===== config.mk =====
export PLATFORM = sky130hd
export DESIGN_NAME = packet_merge_arb_flat
export DESIGN_NICKNAME = d
export VERILOG_FILES = /design/src/rtl/noc_pkg.sv /design/src/rtl/packet_merge_arb_if.sv /design/src/rtl/noc_out_reg.sv /design/src/rtl/packet_merge_arb.sv /design/src/flat_wrapper.sv
export SDC_FILE = /design/constraint.sdc
export NUM_CORES = 1
export LEC_CHECK = 0
export ABC_CLOCK_PERIOD_IN_PS = 2150
export BUFFER_PORTS_ARGS = -buffer_cell sky130_fd_sc_hd__buf_2
export CORE_ASPECT_RATIO = 1.4
export CORE_UTILIZATION = 45
export CTS_CLUSTER_SIZE = 25
export DETAILED_ROUTE_END_ITERATION = 16
export GPL_ROUTABILITY_DRIVEN = 0
export GPL_TIMING_DRIVEN = 0
export HOLD_SLACK_MARGIN = 0.1
export PLACE_DENSITY = 0.74
export SETUP_SLACK_MARGIN = 0.5
export SYNTH_ARGS = -nofsm -noshare
export SYNTH_HDL_FRONTEND = slang
export SYNTH_SLANG_ARGS = --single-unit
export TNS_END_PERCENT = 100

===== constraint.sdc =====
create_clock -name CLK -period 2.15 [get_ports CLK]
set_clock_uncertainty 0.05 [all_clocks]
set_input_delay 0.3225 -clock CLK [delete_from_list [all_inputs] [get_ports CLK]]
set_output_delay 0.3225 -clock CLK [all_outputs]
set_load 0.01 [all_outputs]

===== src/rtl/noc_pkg.sv =====
// Shared NoC router types: flit width, merge FSM states and the flit record.
package noc_pkg;

  localparam int FLIT_W = 9;

  typedef enum logic [1:0] {
    IDLE,
    LOCK0,
    LOCK1
  } merge_state_t;

  typedef struct packed {
    logic [FLIT_W-1:0] data;
    logic              tail;
  } flit_t;

endpackage


===== src/rtl/packet_merge_arb_if.sv =====
// Flit stream channel: payload, last-flit marker and valid/ready handshake.
import noc_pkg::*;

interface packet_merge_arb_if #(
  parameter int WIDTH = FLIT_W
);
  logic [WIDTH-1:0] data;
  logic             tail;
  logic             valid;
  logic             ready;

  modport master (output data, output tail, output valid, input ready);
  modport slave  (input data, input tail, input valid, output ready);
endinterface


===== src/rtl/noc_out_reg.sv =====
// Single-entry valid/ready pipeline register. The caller only presents
// in_valid in cycles where load is high, so a captured flit is never lost.
import noc_pkg::*;

module noc_out_reg #(
  parameter int WIDTH = FLIT_W
) (
  input  logic             clk,
  input  logic             rst_n,
  input  logic             in_valid,
  input  logic [WIDTH-1:0] in_data,
  input  logic             in_tail,
  input  logic             out_ready,
  output logic             out_valid,
  output logic [WIDTH-1:0] out_data,
  output logic             out_tail,
  output logic             load
);

  // Register may accept a new flit when empty or when draining this cycle.
  assign load = !out_valid || out_ready;

  // Capture the incoming flit, or clear valid when the held flit drains.
  always_ff @(posedge clk) begin
    if (!rst_n) begin
      out_valid <= 1'b0;
      out_data  <= '0;
      out_tail  <= 1'b0;
    end else if (load) begin
      out_valid <= in_valid;
      if (in_valid) begin
        out_data <= in_data;
        out_tail <= in_tail;
      end
    end
  end

endmodule


===== src/rtl/packet_merge_arb.sv =====
// Two-input packet merge: round-robin per packet, granted input holds the
// channel until its tail flit transfers, single registered output stage.
import noc_pkg::*;

module packet_merge_arb #(
  parameter int WIDTH = FLIT_W
) (
  input  logic                CLK,
  input  logic                _RESET,
  packet_merge_arb_if.slave   in0,
  packet_merge_arb_if.slave   in1,
  packet_merge_arb_if.master  out
);

  merge_state_t     state_reg, state_next;
  logic             rr_reg, rr_next;    // input that last completed a packet
  logic             grant0, grant1;
  logic             load;
  logic             xfer0, xfer1;
  logic             sel_valid;
  logic [WIDTH-1:0] sel_data;
  logic             sel_tail;

  // Grant selection: locked input owns the channel, otherwise round-robin.
  always_comb begin
    grant0 = 1'b0;
    grant1 = 1'b0;
    unique case (state_reg)
      IDLE: begin
        if (in0.valid && (!in1.valid || rr_reg)) grant0 = 1'b1;
        else if (in1.valid)                      grant1 = 1'b1;
      end
      LOCK0:   grant0 = 1'b1;
      LOCK1:   grant1 = 1'b1;
      default: ;
    endcase
  end

  // Readies depend only on control state, never on payload.
  assign in0.ready = _RESET && grant0 && load;
  assign in1.ready = _RESET && grant1 && load;
  assign xfer0     = in0.valid && in0.ready;
  assign xfer1     = in1.valid && in1.ready;
  assign sel_valid = xfer0 || xfer1;
  assign sel_data  = xfer1 ? in1.data : in0.data;
  assign sel_tail  = xfer1 ? in1.tail : in0.tail;

  // Next-state and priority pointer update, driven by accepted flits.
  always_comb begin
    state_next = state_reg;
    rr_next    = rr_reg;
    unique case (state_reg)
      IDLE: begin
        if (xfer0) begin
          if (in0.tail) rr_next    = 1'b0;
          else          state_next = LOCK0;
        end else if (xfer1) begin
          if (in1.tail) rr_next    = 1'b1;
          else          state_next = LOCK1;
        end
      end
      LOCK0: begin
        if (xfer0 && in0.tail) begin
          state_next = IDLE;
          rr_next    = 1'b0;
        end
      end
      LOCK1: begin
        if (xfer1 && in1.tail) begin
          state_next = IDLE;
          rr_next    = 1'b1;
        end
      end
      default: state_next = IDLE;
    endcase
  end

  // State register; reset releases any lock and favours In0 first.
  always_ff @(posedge CLK) begin
    if (!_RESET) begin
      state_reg <= IDLE;
      rr_reg    <= 1'b1;
    end else begin
      state_reg <= state_next;
      rr_reg    <= rr_next;
    end
  end

  noc_out_reg #(.WIDTH(WIDTH)) u_out_reg (
    .clk       (CLK),
    .rst_n     (_RESET),
    .in_valid  (sel_valid),
    .in_data   (sel_data),
    .in_tail   (sel_tail),
    .out_ready (out.ready),
    .out_valid (out.valid),
    .out_data  (out.data),
    .out_tail  (out.tail),
    .load      (load)
  );

endmodule


===== src/flat_wrapper.sv =====
// flat-port wrapper written by rule: the top's interface ports become plain ports
module packet_merge_arb_flat 
#(
  parameter int WIDTH = FLIT_W
)
  (CLK, _RESET, in0_data, in0_tail, in0_valid, in0_ready, in1_data, in1_tail, in1_valid, in1_ready, out_data, out_tail, out_valid, out_ready);
  packet_merge_arb_if #(.WIDTH(WIDTH)) in0_i ();
  packet_merge_arb_if #(.WIDTH(WIDTH)) in1_i ();
  packet_merge_arb_if #(.WIDTH(WIDTH)) out_i ();
  input  logic CLK;
  input  logic _RESET;
  input wire logic [$bits(in0_i.data)-1:0] in0_data;
  input wire logic [$bits(in0_i.tail)-1:0] in0_tail;
  input wire logic [$bits(in0_i.valid)-1:0] in0_valid;
  output wire logic [$bits(in0_i.ready)-1:0] in0_ready;
  input wire logic [$bits(in1_i.data)-1:0] in1_data;
  input wire logic [$bits(in1_i.tail)-1:0] in1_tail;
  input wire logic [$bits(in1_i.valid)-1:0] in1_valid;
  output wire logic [$bits(in1_i.ready)-1:0] in1_ready;
  output wire logic [$bits(out_i.data)-1:0] out_data;
  output wire logic [$bits(out_i.tail)-1:0] out_tail;
  output wire logic [$bits(out_i.valid)-1:0] out_valid;
  input wire logic [$bits(out_i.ready)-1:0] out_ready;
  assign in0_i.data = in0_data;
  assign in0_i.tail = in0_tail;
  assign in0_i.valid = in0_valid;
  assign in0_ready = in0_i.ready;
  assign in1_i.data = in1_data;
  assign in1_i.tail = in1_tail;
  assign in1_i.valid = in1_valid;
  assign in1_ready = in1_i.ready;
  assign out_data = out_i.data;
  assign out_tail = out_i.tail;
  assign out_valid = out_i.valid;
  assign out_i.ready = out_ready;
  packet_merge_arb #(.WIDTH(WIDTH)) u_core (.CLK(CLK), ._RESET(_RESET), .in0(in0_i), .in1(in1_i), .out(out_i));
endmodule

## Word level (Yosys, flattened, before mapping)

Index checks and enable logic that the tools add are counted.

| storage, ports and cells | value |
|---|---|
| register bits | 14 |
| input port bits | 25 |
| output and inout port bits | 13 |
| word-level logic and storage cells | 54 |

| cells by class | value |
|---|---|
| equality and inequality tests | 9 |
| muxes and demuxes | 21 |
| reductions and logical operators | 19 |

Operators with widths:

| kind | count |
|---|---|
| 2-bit two-way mux | 6 |
| 1-bit two-way mux | 10 |
| 1-bit logical AND | 9 |
| 9-bit two-way mux | 1 |
| 3-bit by 2-bit != test with 1-bit output, second input constant | 2 |
| 3-bit != test, second input constant | 2 |
| 2-bit case mux with 3 select lines | 1 |
| 6-bit AND reduction | 1 |
| 5-bit AND reduction | 1 |
| 2-bit by 1-bit != test with 1-bit output, second input constant | 2 |
| 1-bit case mux with 2 select lines | 2 |
| 1-bit logical OR | 3 |
| 3-bit by 1-bit != test with 1-bit output, second input constant | 1 |
| 1-bit case mux with 3 select lines | 1 |
| 3-bit nonzero test | 1 |
| 2-bit by 1-bit == test with 1-bit output, second input constant | 1 |
| 2-bit == test, second input constant | 1 |
| 1-bit logical NOT | 2 |
| 2-bit logical NOT | 1 |
| 2-bit AND reduction | 1 |

## Longest topological paths before layout

Gate-level depths: netlist of the first run.

| logic depth | value |
|---|---|
| depth after elaboration | 11 |
| gate-level depth with buffers | 7 |
| mapped depth without buffers | 7 |

## By module

A second synthesis of the first run with hierarchy kept.

| unflattened totals | value |
|---|---|
| cells, all modules | 130 |
| area total of the unflattened synthesis | 974.7 um2 |

Modules (own cells, without submodules):

| module | times used | cells an instance | area each (um2) |
|---|---|---|---|
| packet_merge_arb | 1 | 82 | 525.5 |
| noc_out_reg | 1 | 48 | 449.2 |

## Worst setup path after synthesis of the first run

OpenSTA, ideal clock, no wires.

| path | value |
|---|---|
| kind | reg2reg |
| start point | register u_core.state_reg[0] |
| end point | register u_core.rr_reg |
| library setup time | 0.122 ns |
| arrival | 1.625 ns |
| data required time | 1.978 ns |
| setup slack | 0.353 ns |
| cell stages (with the launch flop) | 7 |
| buffers on the path | 0 |
| cell sequence | dfxtp_1 > inv_1 > ha_1 > a31oi_2 > o31ai_1 > o21a_1 > o31a_2 |

| on the way | value |
|---|---|
| word-level cells in the longest chain between the ends | 8 |
| elaborated cells on any way between the ends | 22 |
| those cells by class | eq/ne (7); mux (4); reduce/logical (11) |

RTL lines:

| item | line | text |
|---|---|---|
| start: declaration | packet_merge_arb.sv:15 | `merge_state_t state_reg, state_next;` |
| start signal: assignment | packet_merge_arb.sv:84 | `state_reg <= state_next;` |
| 2-bit == test (tied with other cells) | packet_merge_arb.sv:28, packet_merge_arb.sv:52 |  |
| 1-bit case mux with 2 select lines | packet_merge_arb.sv:28 | `unique case (state_reg)` |
| 1-bit logical AND (on tied branches) (2 in series) | packet_merge_arb.sv:41, packet_merge_arb.sv:40 |  |
| 1-bit logical AND (on tied branches) | packet_merge_arb.sv:43, packet_merge_arb.sv:42 |  |
| 1-bit logical AND (on tied branches) | packet_merge_arb.sv:69, packet_merge_arb.sv:63 |  |
| 2-bit by 1-bit != test with 1-bit output (no source line) | n/a |  |
| 6-bit AND reduction (no source line) | n/a |  |
| end signal: assignment | packet_merge_arb.sv:85 | `rr_reg <= rr_next;` |
| end: declaration | packet_merge_arb.sv:16 | `logic rr_reg, rr_next;` |

Parallel ways exist; a longest one is shown, timed or not.
A chain may end at the register's enable or synchronous reset.

## Worst setup path in the final report of the first run

| path | value |
|---|---|
| start point | register u_core.state_reg[0] |
| end point | output in1_ready |

| on the way | value |
|---|---|
| word-level cells in the longest chain between the ends | 4 |
| elaborated cells on any way between the ends | 5 |
| those cells by class | eq/ne (1); mux (1); reduce/logical (3) |

RTL lines:

| item | line | text |
|---|---|---|
| 2-bit == test or 2-bit logical NOT (tied branches) | packet_merge_arb.sv:28 |  |
| 1-bit case mux with 2 select lines (*) | packet_merge_arb.sv:28 |  |
| 1-bit logical AND (*) (2 in series) | packet_merge_arb.sv:41 | `assign in1.ready = _RESET && grant1 && load;` |
| end: declaration | flat_wrapper.sv:19 | `output wire logic [$bits(in1_i.ready)-1:0] in1_ready;` |

Mark *: on every way between the ends. The rest lies on a longest branch, timed or not.

==> metrics, run 1 <==
CP Launch Type flop; WL/cell 14.4 um; status completed; mapped cell area 851 um2; Max stage delay on crit path 0.39 ns; CP endpoint kind output port; Synthesized Nets 122; Rows 18; Synth-to-Final Area Change 49.7%; Final Core Density 71.6%; final std cells w/o fill 161; core area 1780 um2; total track usage 23.0%; setup ws final 0.471 ns; Mapped Cells 93; commonest non-fill, non-tap cell in the layout buf_2; Clk pin slew, worst setup/hold paths 0.09 ns; Iter 0 DRT Violations 9; end of the worst hold path u_core.u_out_reg.out_data[8]$_SDFFE_PN0P_; post-synthesis register bit count 14; Clock Latency Late Sink 0.29 ns; Slew Viols, Final 0; pre-CTS setup slack 0.406 ns; Die Width 38.8 um; worst r2r dst u_core.rr_reg$_SDFFE_PN1P_; max FFs per register 9; unrepaired setup endpoints after global routing yes; Rel. slew slack 72.8%; Cell variety after synth 34; Max IR drop VDD 404 uV; via/cell ratio 5.60; ranking of synthesized cells by area dfxtp_1, mux2i_1, a21oi_1; f_max 0.596 GHz; cell depth of the worst flop-to-flop path 6; Pwr Density 526 nW/um2; Avg Inst Size Synth 9.15 um2; cell family with most CP delay flip-flops; CP required 1.78 ns; die area 2070 um2; arrival time worst endpoint 1.31 ns; drt pass-1 iters 4; first-pass GRT wire length 3310 um; total gr overflow 0; Hold Path Origin in1_data[8]; IO Pins 38; CTS tree done; max cap viols 0; Ys Warns 0; share of the yosys chip area belonging to registers 32.9%; worst setup path class reg2out; area leader, netlist dfxtp_1; post-route minimum period 1.68 ns; Synth async-reset ratio 0%; fin crit share 78.1%; initial antenna violation count 0; hold-critical path depth 3; Finish-stage setup viols 0; Starting Density 47.8%; Buffers on Ports 37; critical path, cell by cell inv_4, ha_4, a31oi_4, nor2_1, buf_2; largest fanout on the critical path 4; layout cell share with drive strength beyond 1 51.1%; Root Driver clkbuf_4; largest net degree at the start of global routing 11; Slew @ Worst Pin 0.408 ns; P_leak 0.000525 uW; htree depth 1; final WL 2310 um; CP max stage cell dfxtp_4; commonest non-fill, non-tap cells in the layout buf_2, dfxtp_1, a21oi_1; Top FF cell, synth dfxtp_1; Hold-fix buffers, CTS 0; total CTS buffers 3; Reg-to-Reg Start u_core.state_reg[0]$_SDFFE_PN0P_; Vias 902; Setup TNS 0 ns; DP HPWL 1580 um; post-synth top area share 32.9%; placed cell count 150; crit path buf inv count 2; min-delay worst type in2reg; Post-synth EDFFs 0; Antenna Nets Post-Route 0; post-route cell area 1270 um2; worst reg2reg setup slack 0.50 ns; vias in the first global route 836; DRC errors left 0; endpoints failing hold 0; Layout Nets 171; DP Area 1090 um2; clock sink total 14; Ant. Diodes 0; Die Ht 53.5 um; Longest Clk Path Bufs 2
==> final cells by class <==
| class | instances | area [um2] |
|---|---|---|
| Timing Repair Buffer | 44 | 258 |
| Multi-Input combinational cell | 72 | 631 |
| Tap cell | 20 | 25.0 |
| Sequential cell | 14 | 288 |
| Fill cell | 145 | 505 |
| Inverter | 4 | 20.0 |
| Buffer | 3 | 16.3 |
| Clock buffer | 4 | 36.3 |
==> worst max path at each step <==
| stage | startpoint | cells past startpoint | slack [ns] | endpoint |
|---|---|---|---|---|
| 5_1_grt | u_core.state_reg[0]$_SDFFE_PN0P_ | 5 | 0.41 | in0_ready |
| 2_1_floorplan | u_core.state_reg[0]$_SDFFE_PN0P_ | 6 | 0.51 | u_core.rr_reg$_SDFFE_PN1P_ |
| 4_1_cts | u_core.state_reg[1]$_SDFFE_PN0P_ | 5 | 0.45 | in0_ready |
| 6_report | u_core.state_reg[0]$_SDFFE_PN0P_ | 5 | 0.47 | in1_ready |
| 3_3_place_gp | u_core.state_reg[0]$_SDFFE_PN0P_ | 6 | 0.42 | u_core.rr_reg$_SDFFE_PN1P_ |
| 3_5_place_dp | u_core.state_reg[0]$_SDFFE_PN0P_ | 6 | 0.41 | u_core.rr_reg$_SDFFE_PN1P_ |
==> timing repair <==
action,in CTS,in global routing
gates resized for setup,3,21
endpoints found under the setup margin,13,14
pin swaps,3,8
buffers inserted,7,0
==> stage by stage <==
| stage | power (uW) | hold WS [ns] |
|---|---|---|
| after global placement | 444 | 0.437 |
| after detailed placement | 447 | 0.440 |
| after global routing | 709 | 0.261 |
| final | 670 | 0.247 |
| after floorplan | 389 | 0.422 |
| after CTS | 661 | 0.260 |
==> synthesized netlist by cell type, types with 2 or more instances <==
| cell | instances |
|---|---|
| a21oi_1 | 11 |
| buf_2 | 2 |
| dfxtp_1 | 14 |
| ha_1 | 4 |
| inv_1 | 3 |
| mux2i_1 | 9 |
| nand2_1 | 5 |
| nand2b_1 | 3 |
| nor2_1 | 3 |
| nor3_1 | 3 |
| o21a_1 | 2 |
| o21ai_0 | 10 |
| o31a_1 | 2 |
| o31ai_1 | 2 |
==> per-layer routing <==
| layer | vias to the layer above | routed length, um | GRT usage (%) |
|---|---|---|---|
| met4 | 0 | 63 | 13.8 |
| met2 | 32 | 1250 | 39.2 |
| met3 | 8 | 97 | 3.78 |
| met5 | - | 0 | 0 |
| li1 | 449 | - | - |
| met1 | 413 | 900 | 25.4 |
==> logic make-up (layout without fill, tap and decap cells) <==
group	count (synthesis)	after routing	synth area share [%]
multiplexers	9	9	10.6
buffers and inverters	7	55	3.38
flip-flops	14	14	32.9
adder cells (fa/ha/maj)	4	4	5.88
AO/OA/AOI/OAI	38	38	33.7
AND/OR/NAND/NOR	21	21	13.5
==> worst min-delay path, stage by stage <==
cell	delay, ns
buf_2	0.07
o21ai_1	0.06
a21oi_1	0.10
==> report_power, final <==
| group | internal (uW) | total (uW) | leakage (uW) | switching, uW |
|---|---|---|---|---|
| logic | 93.4 | 191 | 0.000388 | 97.2 |
| registers | 274 | 283 | 0.000116 | 9.02 |
| clock network | 103 | 196 | 0.0000210 | 92.9 |
| total | 470 | 670 | 0.000525 | 199 |
Note: power is estimated with default switching activity, not from simulation.
==> run 2: changes to the inputs <==
--- a/config.mk
+++ b/config.mk
@@ -5,16 +5,16 @@
 export SDC_FILE = /design/constraint.sdc
 export NUM_CORES = 1
 export LEC_CHECK = 0
-export ABC_CLOCK_PERIOD_IN_PS = 2150
+export ABC_CLOCK_PERIOD_IN_PS = 1410
 export BUFFER_PORTS_ARGS = -buffer_cell sky130_fd_sc_hd__buf_2
 export CORE_ASPECT_RATIO = 1.4
-export CORE_UTILIZATION = 45
+export CORE_UTILIZATION = 41
 export CTS_CLUSTER_SIZE = 25
 export DETAILED_ROUTE_END_ITERATION = 16
 export GPL_ROUTABILITY_DRIVEN = 0
 export GPL_TIMING_DRIVEN = 0
 export HOLD_SLACK_MARGIN = 0.1
-export PLACE_DENSITY = 0.74
+export PLACE_DENSITY = 0.71
 export SETUP_SLACK_MARGIN = 0.5
 export SYNTH_ARGS = -nofsm -noshare
 export SYNTH_HDL_FRONTEND = slang
==> constraint.sdc (replaced) <==
create_clock -name CLK -period 1.41 [get_ports CLK]
set_clock_uncertainty 0.05 [all_clocks]
set_input_delay 0.2115 -clock CLK [delete_from_list [all_inputs] [get_ports CLK]]
set_output_delay 0.2115 -clock CLK [all_outputs]
set_load 0.01 [all_outputs]
==> metrics, run 2 (synthesis results as in run 1) <==
Hold Path Origin in0_data[0]; WHS 0.143 ns; total track usage 24.8%; CP Launch Type flop; IO Pins 38; die area 2260 um2; total gr overflow 0; Synth-to-Final Area Change 69.1%; clock sink total 14; WL/cell 15.6 um; Rows 19; worst r2r dst u_core.u_out_reg.out_data[1]$_SDFFE_PN0P_; DRC errors left 0; min-delay worst type in2reg; total CTS buffers 3; internal power 770 uW; Longest Clk Path Bufs 2; Slew Viols, Final 0; Root Driver clkbuf_4; worst reg2reg setup slack -0.23 ns; # fillers 144; end of the worst hold path u_core.u_out_reg.out_data[0]$_SDFFE_PN0P_; Max stage delay on crit path 0.34 ns; final WL 2630 um; DP Area 1110 um2; max FFs per register 9; Clock power frac 27.8%; worst setup path class reg2reg; Clk pin slew, worst setup/hold paths 0.10 ns; cell depth of the worst flop-to-flop path 8; Hold-fix buffers, CTS 0; CP max stage cell dfxtp_2; first-pass GRT wire length 3910 um; sequential share of power 40.5%; htree depth 1; placed cell count 151; hold-critical path depth 3; Sw Share 29.8%; core area 1950 um2; Antenna Nets Post-Route 0; via/cell ratio 5.41; layout cell share with drive strength beyond 1 62.8%; Finish-stage setup viols 16; DP HPWL 1650 um; Reg-to-Reg Start u_core.state_reg[1]$_SDFFE_PN0P_; status complete, but fails checks; Buffers on Ports 37; Slew @ Worst Pin 0.399 ns; NetSw 326 uW; Layout Nets 178; CP endpoint kind flop; CP required 1.54 ns; unrepaired setup endpoints after global routing yes; Max IR drop VDD 641 uV; Rel. slew slack 73.4%; Pwr Density 762 nW/um2; crit path buf inv count 3; Vias 914; initial antenna violation count 0; Die Ht 55.9 um; Iter 0 DRT Violations 9; post-route minimum period 1.64 ns; cell family with most CP delay buffers and inverters; largest net degree at the start of global routing 11; largest fanout on the critical path 5; failing checks negative setup slack; critical path, cell by cell inv_2, ha_4, a31oi_4, buf_6, nor2_4, clkbuf_16, mux2i_2, a21oi_1; Ant. Diodes 0; Comb pwr share 31.7%; commonest non-fill, non-tap cell in the layout buf_2; P_leak 0.000588 uW; commonest non-fill, non-tap cells in the layout buf_2, buf_6, dfxtp_2; Final Core Density 73.8%; vias in the first global route 952; post-route cell area 1440 um2; f_max 0.609 GHz; CTS tree done; final std cells w/o fill 169; drt pass-1 iters 4; endpoints failing hold 0; arrival time worst endpoint 1.77 ns; max cap viols 0; Starting Density 43.6%; Clock Latency Late Sink 0.29 ns; setup ws final -0.233 ns; Die Width 40.5 um; fin crit share 117%
## run 2: cell types whose count changed in the layout (fill, tap and decap cells not counted), sizes merged
cell,previous run,this run
buf,47,53
clkbuf,4,5
## run 2: how the worst max path moves through the flow
stage | startpoint | to | slack (ns) | cells past startpoint
6_report | u_core.state_reg[1]$_SDFFE_PN0P_ | u_core.u_out_reg.out_data[1]$_SDFFE_PN0P_ | -0.23 | 8
5_1_grt | u_core.state_reg[1]$_SDFFE_PN0P_ | u_core.u_out_reg.out_data[2]$_SDFFE_PN0P_ | -0.30 | 8
4_1_cts | u_core.state_reg[1]$_SDFFE_PN0P_ | in1_ready | -0.22 | 5
3_5_place_dp | u_core.state_reg[1]$_SDFFE_PN0P_ | u_core.rr_reg$_SDFFE_PN1P_ | -0.21 | 6
3_3_place_gp | u_core.state_reg[1]$_SDFFE_PN0P_ | u_core.rr_reg$_SDFFE_PN1P_ | -0.20 | 6
2_1_floorplan | u_core.state_reg[1]$_SDFFE_PN0P_ | u_core.rr_reg$_SDFFE_PN1P_ | -0.11 | 6
## run 2: cell type report
class	count	area, um2	share of cell area (%)
inverters	4	17.5	1.22
plain buffers	3	22.5	1.57
repair buffers	51	397	27.6
multi-input cells	72	641	44.5
flip-flops and latches	14	299	20.8
well taps	21	26.3	1.83
clock buffers	4	36.3	2.52
## run 2: worst reg2reg max path, delay by kind of cell, from the launching register on
family                   cells  cell delay, ns
buffers and inverters        3            0.40
flip-flops                   1            0.34
AO/OA/AOI/OAI                2            0.21
adder cells (fa/ha/maj)      1            0.20
multiplexers                 1            0.20
AND/OR/NAND/NOR              1            0.13
## run 2: routing by layer
metal  GRT usage, %  share of wire, %  vias to the layer above
li1               -                 -                      459
met1           27.0                39                      429
met2           43.3                57                       22
met3           4.40               2.7                        4
met4           10.0               1.4                        0
met5              0                 0                        -
## run 2: stage by stage
| stage | total power, uW | setup WS [ns] | TNS, ns |
|---|---|---|---|
| after floorplan | 597 | -0.113 | -0.430 |
| after global placement | 681 | -0.197 | -1.97 |
| after detailed placement | 688 | -0.209 | -2.34 |
| after CTS | 1040 | -0.224 | -2.92 |
| after global routing | 1150 | -0.302 | -4.25 |
| final | 1100 | -0.233 | -3.01 |
## run 2: power groups by stage
stage	logic [uW]	clock network, uW	registers [uW]
after floorplan	144	0	453
after global placement	239	0	442
after detailed placement	246	0	443
after CTS	298	301	443
after global routing	372	329	447
final	347	305	444
## run 2: timing repair
item	in CTS	in global routing
buffers inserted	7	6
gates resized for setup	28	9
gates cloned	0	1
endpoints found under the setup margin	27	27
pin swaps	5	4
